`src/rtl/regfile_dump_reader.sv`:
```
// Walks a range of register-file indices through one combinational read port and
// streams each word out over valid/ready, keeping a running sum of emitted words.
module regfile_dump_reader #(
    parameter int ADDR_WIDTH = 5,
    parameter int DATA_WIDTH = 32
) (
    input  logic                  CLK,
    input  logic                  RST,
    input  logic                  Start,
    input  logic [ADDR_WIDTH-1:0] FirstReg,
    input  logic [ADDR_WIDTH-1:0] LastReg,
    output logic [ADDR_WIDTH-1:0] ReadReg,
    input  logic [DATA_WIDTH-1:0] ReadData,
    output logic                  OutValid,
    input  logic                  OutReady,
    output logic [ADDR_WIDTH-1:0] OutReg,
    output logic [DATA_WIDTH-1:0] OutData,
    output logic [DATA_WIDTH-1:0] Checksum,
    output logic                  Busy,
    output logic                  Done
);

    typedef enum logic [1:0] {
        IDLE,
        FETCH,
        SEND,
        DONE
    } stateT;

    stateT                 stateReg;
    logic [ADDR_WIDTH-1:0] ptrReg;
    logic [ADDR_WIDTH-1:0] lastIdxReg;

    // The read port only sees the pointer while a capture is pending.
    assign ReadReg = (stateReg == FETCH) ? ptrReg : '0;

    always_ff @(posedge CLK or negedge RST) begin
        if (!RST) begin
            stateReg   <= IDLE;
            ptrReg     <= '0;
            lastIdxReg <= '0;
            OutValid   <= 1'b0;
            OutReg     <= '0;
            OutData    <= '0;
            Checksum   <= '0;
            Busy       <= 1'b0;
            Done       <= 1'b0;
        end else begin
            Done <= 1'b0;
            case (stateReg)
                IDLE: begin
                    if (Start) begin
                        ptrReg     <= FirstReg;
                        lastIdxReg <= LastReg;
                        Checksum   <= '0;
                        Busy       <= 1'b1;
                        stateReg   <= FETCH;
                    end
                end
                FETCH: begin
                    OutData  <= ReadData;
                    OutReg   <= ptrReg;
                    OutValid <= 1'b1;
                    Checksum <= Checksum + ReadData;
                    stateReg <= SEND;
                end
                SEND: begin
                    if (OutReady) begin
                        OutValid <= 1'b0;
                        if (ptrReg == lastIdxReg) begin
                            Done     <= 1'b1;
                            stateReg <= DONE;
                        end else begin
                            // Index wraps naturally at the top of the file.
                            ptrReg   <= ptrReg + 1'b1;
                            stateReg <= FETCH;
                        end
                    end
                end
                DONE: begin
                    Busy     <= 1'b0;
                    stateReg <= IDLE;
                end
                default: stateReg <= IDLE;
            endcase
        end
    end

endmodule

```
`config.mk`:
```
export PLATFORM = sky130hd
export DESIGN_NAME = regfile_dump_reader
export DESIGN_NICKNAME = d
export VERILOG_FILES = /design/src/rtl/regfile_dump_reader.sv
export SDC_FILE = /design/constraint.sdc
export NUM_CORES = 1
export LEC_CHECK = 0
export BUFFER_PORTS_ARGS = -buffer_cell sky130_fd_sc_hd__buf_2
export CAP_MARGIN = 5
export CORE_MARGIN = 4
export CORE_UTILIZATION = 35
export DETAILED_ROUTE_END_ITERATION = 12
export HOLD_SLACK_MARGIN = 0.08
export PLACE_DENSITY = 0.61
export SKIP_LAST_GASP = 1
export SLEW_MARGIN = 20
export SYNTH_ARGS = -nofsm -noshare
export SYNTH_HDL_FRONTEND = slang
export SYNTH_SLANG_ARGS = --single-unit
export TNS_END_PERCENT = 20
```
`constraint.sdc`:
```
create_clock -name CLK -period 3.05 [get_ports CLK]
set_clock_uncertainty 0.1 [all_clocks]
set_input_delay 0.305 -clock CLK [delete_from_list [all_inputs] [get_ports CLK]]
set_output_delay 0.305 -clock CLK [all_outputs]
set_load 0.05 [all_outputs]
```
==> impl_metrics.json, run 1 <==
{
  "status": "finished, final reports clean",
  "synth_top_area_share": 0.4300,
  "max_freq_mhz": 345.1,
  "cts.path.max_buffers": 2,
  "dp_slack_ns": 0.08043,
  "crit_required_ns": 3.23,
  "overflow": 0,
  "wire_per_inst_um": 15.09,
  "critPathArrivalTime_ns": 3.08,
  "startpoint_type": "input pin",
  "nets": 771,
  "startpoint": "ReadData[3]",
  "rr_endpoint": "Checksum[28]$_DFFE_PN0P_",
  "drv_slew": 0,
  "utilization": 0.4647,
  "ir_worst_vdd_v": 0.0007190,
  "ys_types": 55,
  "worst_hold_path_type": "in2reg",
  "synthFlopType": "dfrtp_1",
  "clk_pin_slew_ns": 0.06,
  "area_growth_pct": 27.87,
  "synthTopCellsByArea": "dfrtp_1 (43%), nand2_1 (12%), ha_1 (8.2%)",
  "rsz0062_at_grt": "true",
  "fp.dieH_um": 126.2,
  "power.density_nw_per_um2": 1219,
  "cts_tree": "built",
  "max-cap-violations": 0,
  "htreeDepth": 3,
  "root_buffer": "clkbuf_16",
  "syn-num-nets": 631,
  "grt_pass1_vias": 4419,
  "via_per_inst": 4.987,
  "via_count": 4349,
  "drc_errors": 0,
  "cts_sinks": 84,
  "synth_cells": 552,
  "setup_viol": 0,
  "tightest_slew_ns": 0.7876,
  "period_share": 0.9500,
  "hold_start": "ReadData[26]",
  "rows": 42,
  "post-route-min-period_ns": 2.898,
  "p_total_uw": 7621,
  "ios": 123,
  "initial_core_util": 0.3634,
  "fp.dieArea_um2": 15920,
  "yosys.area.top_type": "dfrtp_1",
  "gr-usage-all-layers": 0.1684,
  "synth.cell_area_um2": 4888,
  "numPortBuffers": 122,
  "final_hold_viol_count": 0,
  "hpwl_mm": 9.686,
  "hold_depth": 3,
  "crit_path_end_kind": "register",
  "hold_path_end": "OutData[26]$_DFFE_PN0P_",
  "slew_headroom": 0.4749,
  "grt_pass1_wl_mm": 21.91,
  "drt_iter0_drc": 158,
  "cp_slowest_cell": "dlygate4sd3_1",
  "drive_gt1_frac": 0.2299,
  "rrSetupSlack_ns": 0.22,
  "seq_area_frac_synth": 0.4300,
  "fin_setup_tns_ns": 0,
  "clk_latency_ns": 0.35,
  "antennaDiodeCount": 0,
  "ys_seq_elements": 84,
  "critPathKind": "in2reg",
  "numCtsBuffers": 9,
  "gp_congestion": 0.8887,
  "finalWorstSetupSlack_ns": 0.1524,
  "antenna_found_initial": 0,
  "crit_chain": "dlygate4sd3_1 > buf_2 > ha_1 > a21o_1 > a21oi_1 > a211oi_2 > o21ai_2 > nand2_2 > a21oi_2 > o21a_1 > or4_1 > nand3_1",
  "wirelength_mm": 13.16,
  "crit_path_max_incr_delay_ns": 0.53,
  "die_w_um": 126.2,
  "r2r_start": "Checksum[0]$_DFFE_PN0P_",
  "grt_max_degree": 85,
  "synth-edff-count": 0,
  "synth_area_per_cell_um2": 8.856,
  "dr.pass1.iters": 4,
  "leakagePower_uw": 0.003360,
  "ant_nets": 0,
  "core_area_um2": 13450,
  "r2r.worst_path.cells": 12,
  "cp_max_fo": 5,
  "yosysWarnings": 0,
  "synth-async-reset-ratio": 1.000
}
-- worst max path at each step --
stage               slack [ns]                        to
CTS                       0.08  Checksum[30]$_DFFE_PN0P_
finish                    0.15  Checksum[25]$_DFFE_PN0P_
global route             -0.01  Checksum[28]$_DFFE_PN0P_
global placement          0.25  Checksum[26]$_DFFE_PN0P_
floorplan                 0.12  Checksum[28]$_DFFE_PN0P_
detailed placement        0.08  Checksum[28]$_DFFE_PN0P_
-- metrics by stage --
stage | instances | cell area, µm² | hold slack, ns
6_report | 872 | 6251 | 0.08550
4_1_cts | 871 | 6220 | 0.08011
3_5_place_dp | 833 | 5685 | 0.3578
2_1_floorplan | 552 | 4888 | -0.09059
3_3_place_gp | 833 | 5685 | 0.3517
5_1_grt | 872 | 6251 | 0.09572
-- critical path: cells and delay by family --
| kind | cells | cell delay (ns) |
|---|---|---|
| buf+inv | 2 | 0.66 |
| fa+ha+maj | 1 | 0.39 |
| simple gates | 3 | 0.66 |
| compound gates | 6 | 1.06 |
-- cells in the final DEF (no fill, tap or decap), drive strengths merged, types with 5 or more instances in the layout --
cell | netlist | routed
o21ai | 41 | 41
dlygate4sd3 | 0 | 24
nand2b | 8 | 8
a21o | 27 | 27
and3 | 11 | 11
buf | 1 | 126
dfrtp | 84 | 84
inv | 14 | 14
nand4 | 5 | 5
o21bai | 6 | 6
nor2 | 12 | 12
xor2 | 18 | 18
clkbuf | 20 | 14
a31oi | 5 | 5
ha | 32 | 32
nand3 | 6 | 6
and2 | 8 | 8
nand2 | 159 | 159
a21oi | 30 | 30
xnor2 | 15 | 15
-- layer usage --
layer  global-route usage  up-vias  part of all wire
met5                    0        -                 0
li1                     -     2180                 -
met2               0.2854       97              0.49
met4              0.05804        0             0.015
met3              0.03895       12             0.049
met1               0.2114     2060              0.44
-- what timing repair did --
action                                  CTS  global route
endpoints found under the hold margin    23            84
gates resized for setup                   0             6
setup buffers                             0             0
endpoints found under the setup margin    0             4
hold buffers                             23             1
-- cells in the mapped netlist, drive strengths merged, types with 2 or more instances --
cell type	n
a211o	2
a211oi	3
a21o	27
a21oi	30
a22o	2
a311oi	3
a31oi	5
and2	8
and3	11
clkbuf	20
dfrtp	84
ha	32
inv	14
mux2i	3
nand2	159
nand2b	8
nand3	6
nand4	5
nor2	12
nor2b	4
nor3	3
nor3b	3
o211ai	2
o21a	2
o21ai	41
o21bai	6
o22ai	2
o31ai	2
or2	2
xnor2	15
xor2	18
-- cell families (layout without fill, tap and decap cells) --
family,after synthesis,in the layout,share of synthesized area
AND/OR/NAND/NOR,225,225,0.2009
AO/OA/AOI/OAI,139,139,0.1907
flip-flops,84,84,0.4300
buffers and inverters,35,179,0.02713
adder cells (fa/ha/maj),33,33,0.08600
XOR/XNOR,33,33,0.05913
multiplexers,3,3,0.006143
-- flip-flops by register name, indices dropped and copies added (netlist names), 2 cells and up --
name	count
OutReg	5
ptrReg	5
stateReg	2
OutData	32
Checksum	32
lastIdxReg	5
-- cell type report --
type / count / area (µm²)
Inverter: 14 / 52.55
Clock buffer: 14 / 274.0
Multi-Input combinational cell: 433 / 2685
Clock inverter: 1 / 30.03
Fill cell: 1343 / 7202
Sequential cell: 84 / 2102
Tap cell: 176 / 220.2
Timing Repair Buffer: 150 / 887.1
-- power breakdown --
group | internal, µW | switching, µW
registers | 1610 | 352
logic | 1350 | 3180
clock network | 698 | 428
(Power assumes the default switching activity.)
==> inputs of run 2 (changes only) <==
--- a/config.mk
+++ b/config.mk
@@ -7,12 +7,12 @@
 export LEC_CHECK = 0
 export BUFFER_PORTS_ARGS = -buffer_cell sky130_fd_sc_hd__buf_2
 export CAP_MARGIN = 5
+export CORE_ASPECT_RATIO = 0.7
 export CORE_MARGIN = 4
 export CORE_UTILIZATION = 35
 export DETAILED_ROUTE_END_ITERATION = 12
 export HOLD_SLACK_MARGIN = 0.08
 export PLACE_DENSITY = 0.61
-export SKIP_LAST_GASP = 1
 export SLEW_MARGIN = 20
 export SYNTH_ARGS = -nofsm -noshare
 export SYNTH_HDL_FRONTEND = slang
==> impl_metrics.json, run 2 (synthesis gave the netlist of run 1 again) <==
{
  "status": "finished, final reports clean",
  "cp_max_fo": 5,
  "numPortBuffers": 122,
  "wirelength_mm": 12.96,
  "critPathKind": "in2reg",
  "comb_power_share": 0.600,
  "via_count": 4285,
  "startpoint_type": "input pin",
  "initial_core_util": 0.3648,
  "dr.pass1.iters": 4,
  "numCtsBuffers": 9,
  "setup_viol": 0,
  "grt_pass1_vias": 4245,
  "p_sw_uw": 3986,
  "cts_sinks": 84,
  "leakagePower_uw": 0.003285,
  "clk_latency_ns": 0.33,
  "hold_start": "ReadData[23]",
  "power.density_nw_per_um2": 1226,
  "final_hold_viol_count": 0,
  "final_cell_mix": "nand2_1 (158), buf_2 (121), dfrtp_1 (84)",
  "rows": 35,
  "period_share": 0.9646,
  "clkPwrFrac": 0.139,
  "antennaDiodeCount": 0,
  "nets": 758,
  "hold_path_end": "OutData[23]$_DFFE_PN0P_",
  "rr_endpoint": "Checksum[26]$_DFFE_PN0P_",
  "r2r.worst_path.cells": 12,
  "htreeDepth": 3,
  "overflow": 0,
  "fp.dieH_um": 106.9,
  "tightest_slew_ns": 0.8143,
  "hpwl_mm": 9.581,
  "crit_required_ns": 3.14,
  "crit_path_end_kind": "register",
  "dp_cells": 842,
  "cts_tree": "built",
  "rsz0062_at_grt": "false",
  "drt_iter0_drc": 219,
  "ios": 123,
  "final_common_cell": "nand2_1",
  "gr-usage-all-layers": 0.1676,
  "gp_congestion": 0.9018,
  "clk_pin_slew_ns": 0.07,
  "wire_per_inst_um": 14.92,
  "fin_setup_tns_ns": 0,
  "core_area_um2": 13400,
  "max-cap-violations": 0,
  "cts.path.max_buffers": 2,
  "area_growth_pct": 25.34,
  "critPathArrivalTime_ns": 3.04,
  "root_buffer": "clkbuf_16",
  "post-route-min-period_ns": 2.942,
  "post_cts_buffers": 0,
  "internal-power_uw": 3526,
  "drc_errors": 0,
  "slew_headroom": 0.4571,
  "hold-worst-slack_ns": 0.09059,
  "fp.dieArea_um2": 15950,
  "seqPwrFrac": 0.261,
  "rrSetupSlack_ns": 0.21,
  "reg_top3": "Checksum x32, OutData x32",
  "grt_pass1_wl_mm": 21.87,
  "hold_depth": 3,
  "final_cells": 869,
  "ir_worst_vdd_v": 0.0004366,
  "worst_hold_path_type": "in2reg",
  "grt_max_degree": 85,
  "drv_slew": 0,
  "sw_frac_of_total": 0.5306,
  "max_freq_mhz": 339.9,
  "antenna_found_initial": 1,
  "drive_gt1_frac": 0.2412,
  "fillerInstances": 1326,
  "ant_nets": 0,
  "via_per_inst": 4.931,
  "die_w_um": 149.3,
  "r2r_start": "Checksum[0]$_DFFE_PN0P_"
}
-- run 2: cell count changes in the layout (fill, tap and decap cells not counted), moves of 2 or more --
| cell | change |
|---|---|
| clkbuf_1 | -2 |
| clkbuf_8 | -2 |
| clkinvlp_4 | +4 |
| dlygate4sd3_1 | -13 |
| o21ai_0 | +2 |
| o21ai_1 | -2 |
-- run 2: worst max path at each step --
stage / to / from / slack [ns] / cells past startpoint
3_5_place_dp: Checksum[28]$_DFFE_PN0P_ / ReadData[0] / 0.16 / 13
5_1_grt: Checksum[30]$_DFFE_PN0P_ / ReadData[2] / 0.002 / 12
3_3_place_gp: Checksum[28]$_DFFE_PN0P_ / ReadData[0] / 0.24 / 13
4_1_cts: Checksum[29]$_DFFE_PN0P_ / ReadData[6] / 0.11 / 12
6_report: Checksum[29]$_DFFE_PN0P_ / ReadData[6] / 0.11 / 12
2_1_floorplan: Checksum[28]$_DFFE_PN0P_ / Checksum[0]$_DFFE_PN0P_ / 0.12 / 12
-- run 2: what timing repair did --
| item | in CTS | in global routing |
|---|---|---|
| endpoints found under the hold margin | 10 | 84 |
| gates resized for setup | 0 | 6 |
| endpoints found under the setup margin | 0 | 6 |
| hold buffers | 10 | 1 |
-- run 2: cell type report --
class	count	area (µm²)	share of cell area
clock buffers	10	239.0	0.03900
clock inverters	6	47.55	0.007760
inverters	14	52.55	0.008577
multi-input cells	433	2698	0.4403
flip-flops and latches	84	2102	0.3431
well taps	185	231.5	0.03778
repair buffers	137	757.0	0.1235
-- run 2: metal layers --
layer / vias up / track usage / wire length [µm]
met1: 1998 / 0.2525 / 6703
li1: 2162 / - / -
met5: - / 0 / 7
met3: 9 / 0.03845 / 712
met4: 2 / 0.03201 / 104
met2: 114 / 0.2462 / 5436
-- run 2: worst max-delay path, stage by stage --
cell,delay (ns)
dlygate4sd3_1,0.54
buf_2,0.13
ha_1,0.36
a21o_1,0.20
a21o_1,0.19
a21o_1,0.22
o21ai_4,0.19
nand2_2,0.08
a41o_1,0.24
a211o_1,0.33
xnor2_1,0.17
o21ai_1,0.07
-- run 2: power by group through the flow --
stage / clock [µW] / combinational (µW) / sequential (µW)
2_1_floorplan: 0 / 2060 / 3330
3_3_place_gp: 0 / 4440 / 1950
3_5_place_dp: 0 / 4490 / 1980
4_1_cts: 1090 / 4520 / 1960
5_1_grt: 1140 / 4910 / 2040
6_report: 1040 / 4510 / 1960
-- run 2: per-stage QoR --
step	power (µW)	utilization	worst slack, ns	area [µm²]
2_1_floorplan	5388	-	0.1241	4888
3_3_place_gp	6398	0.4251	0.2435	5697
3_5_place_dp	6467	0.4251	0.1554	5697
4_1_cts	7570	0.4540	0.1142	6083
5_1_grt	8090	0.4572	0.002151	6127
6_report	7512	0.4572	0.1079	6127
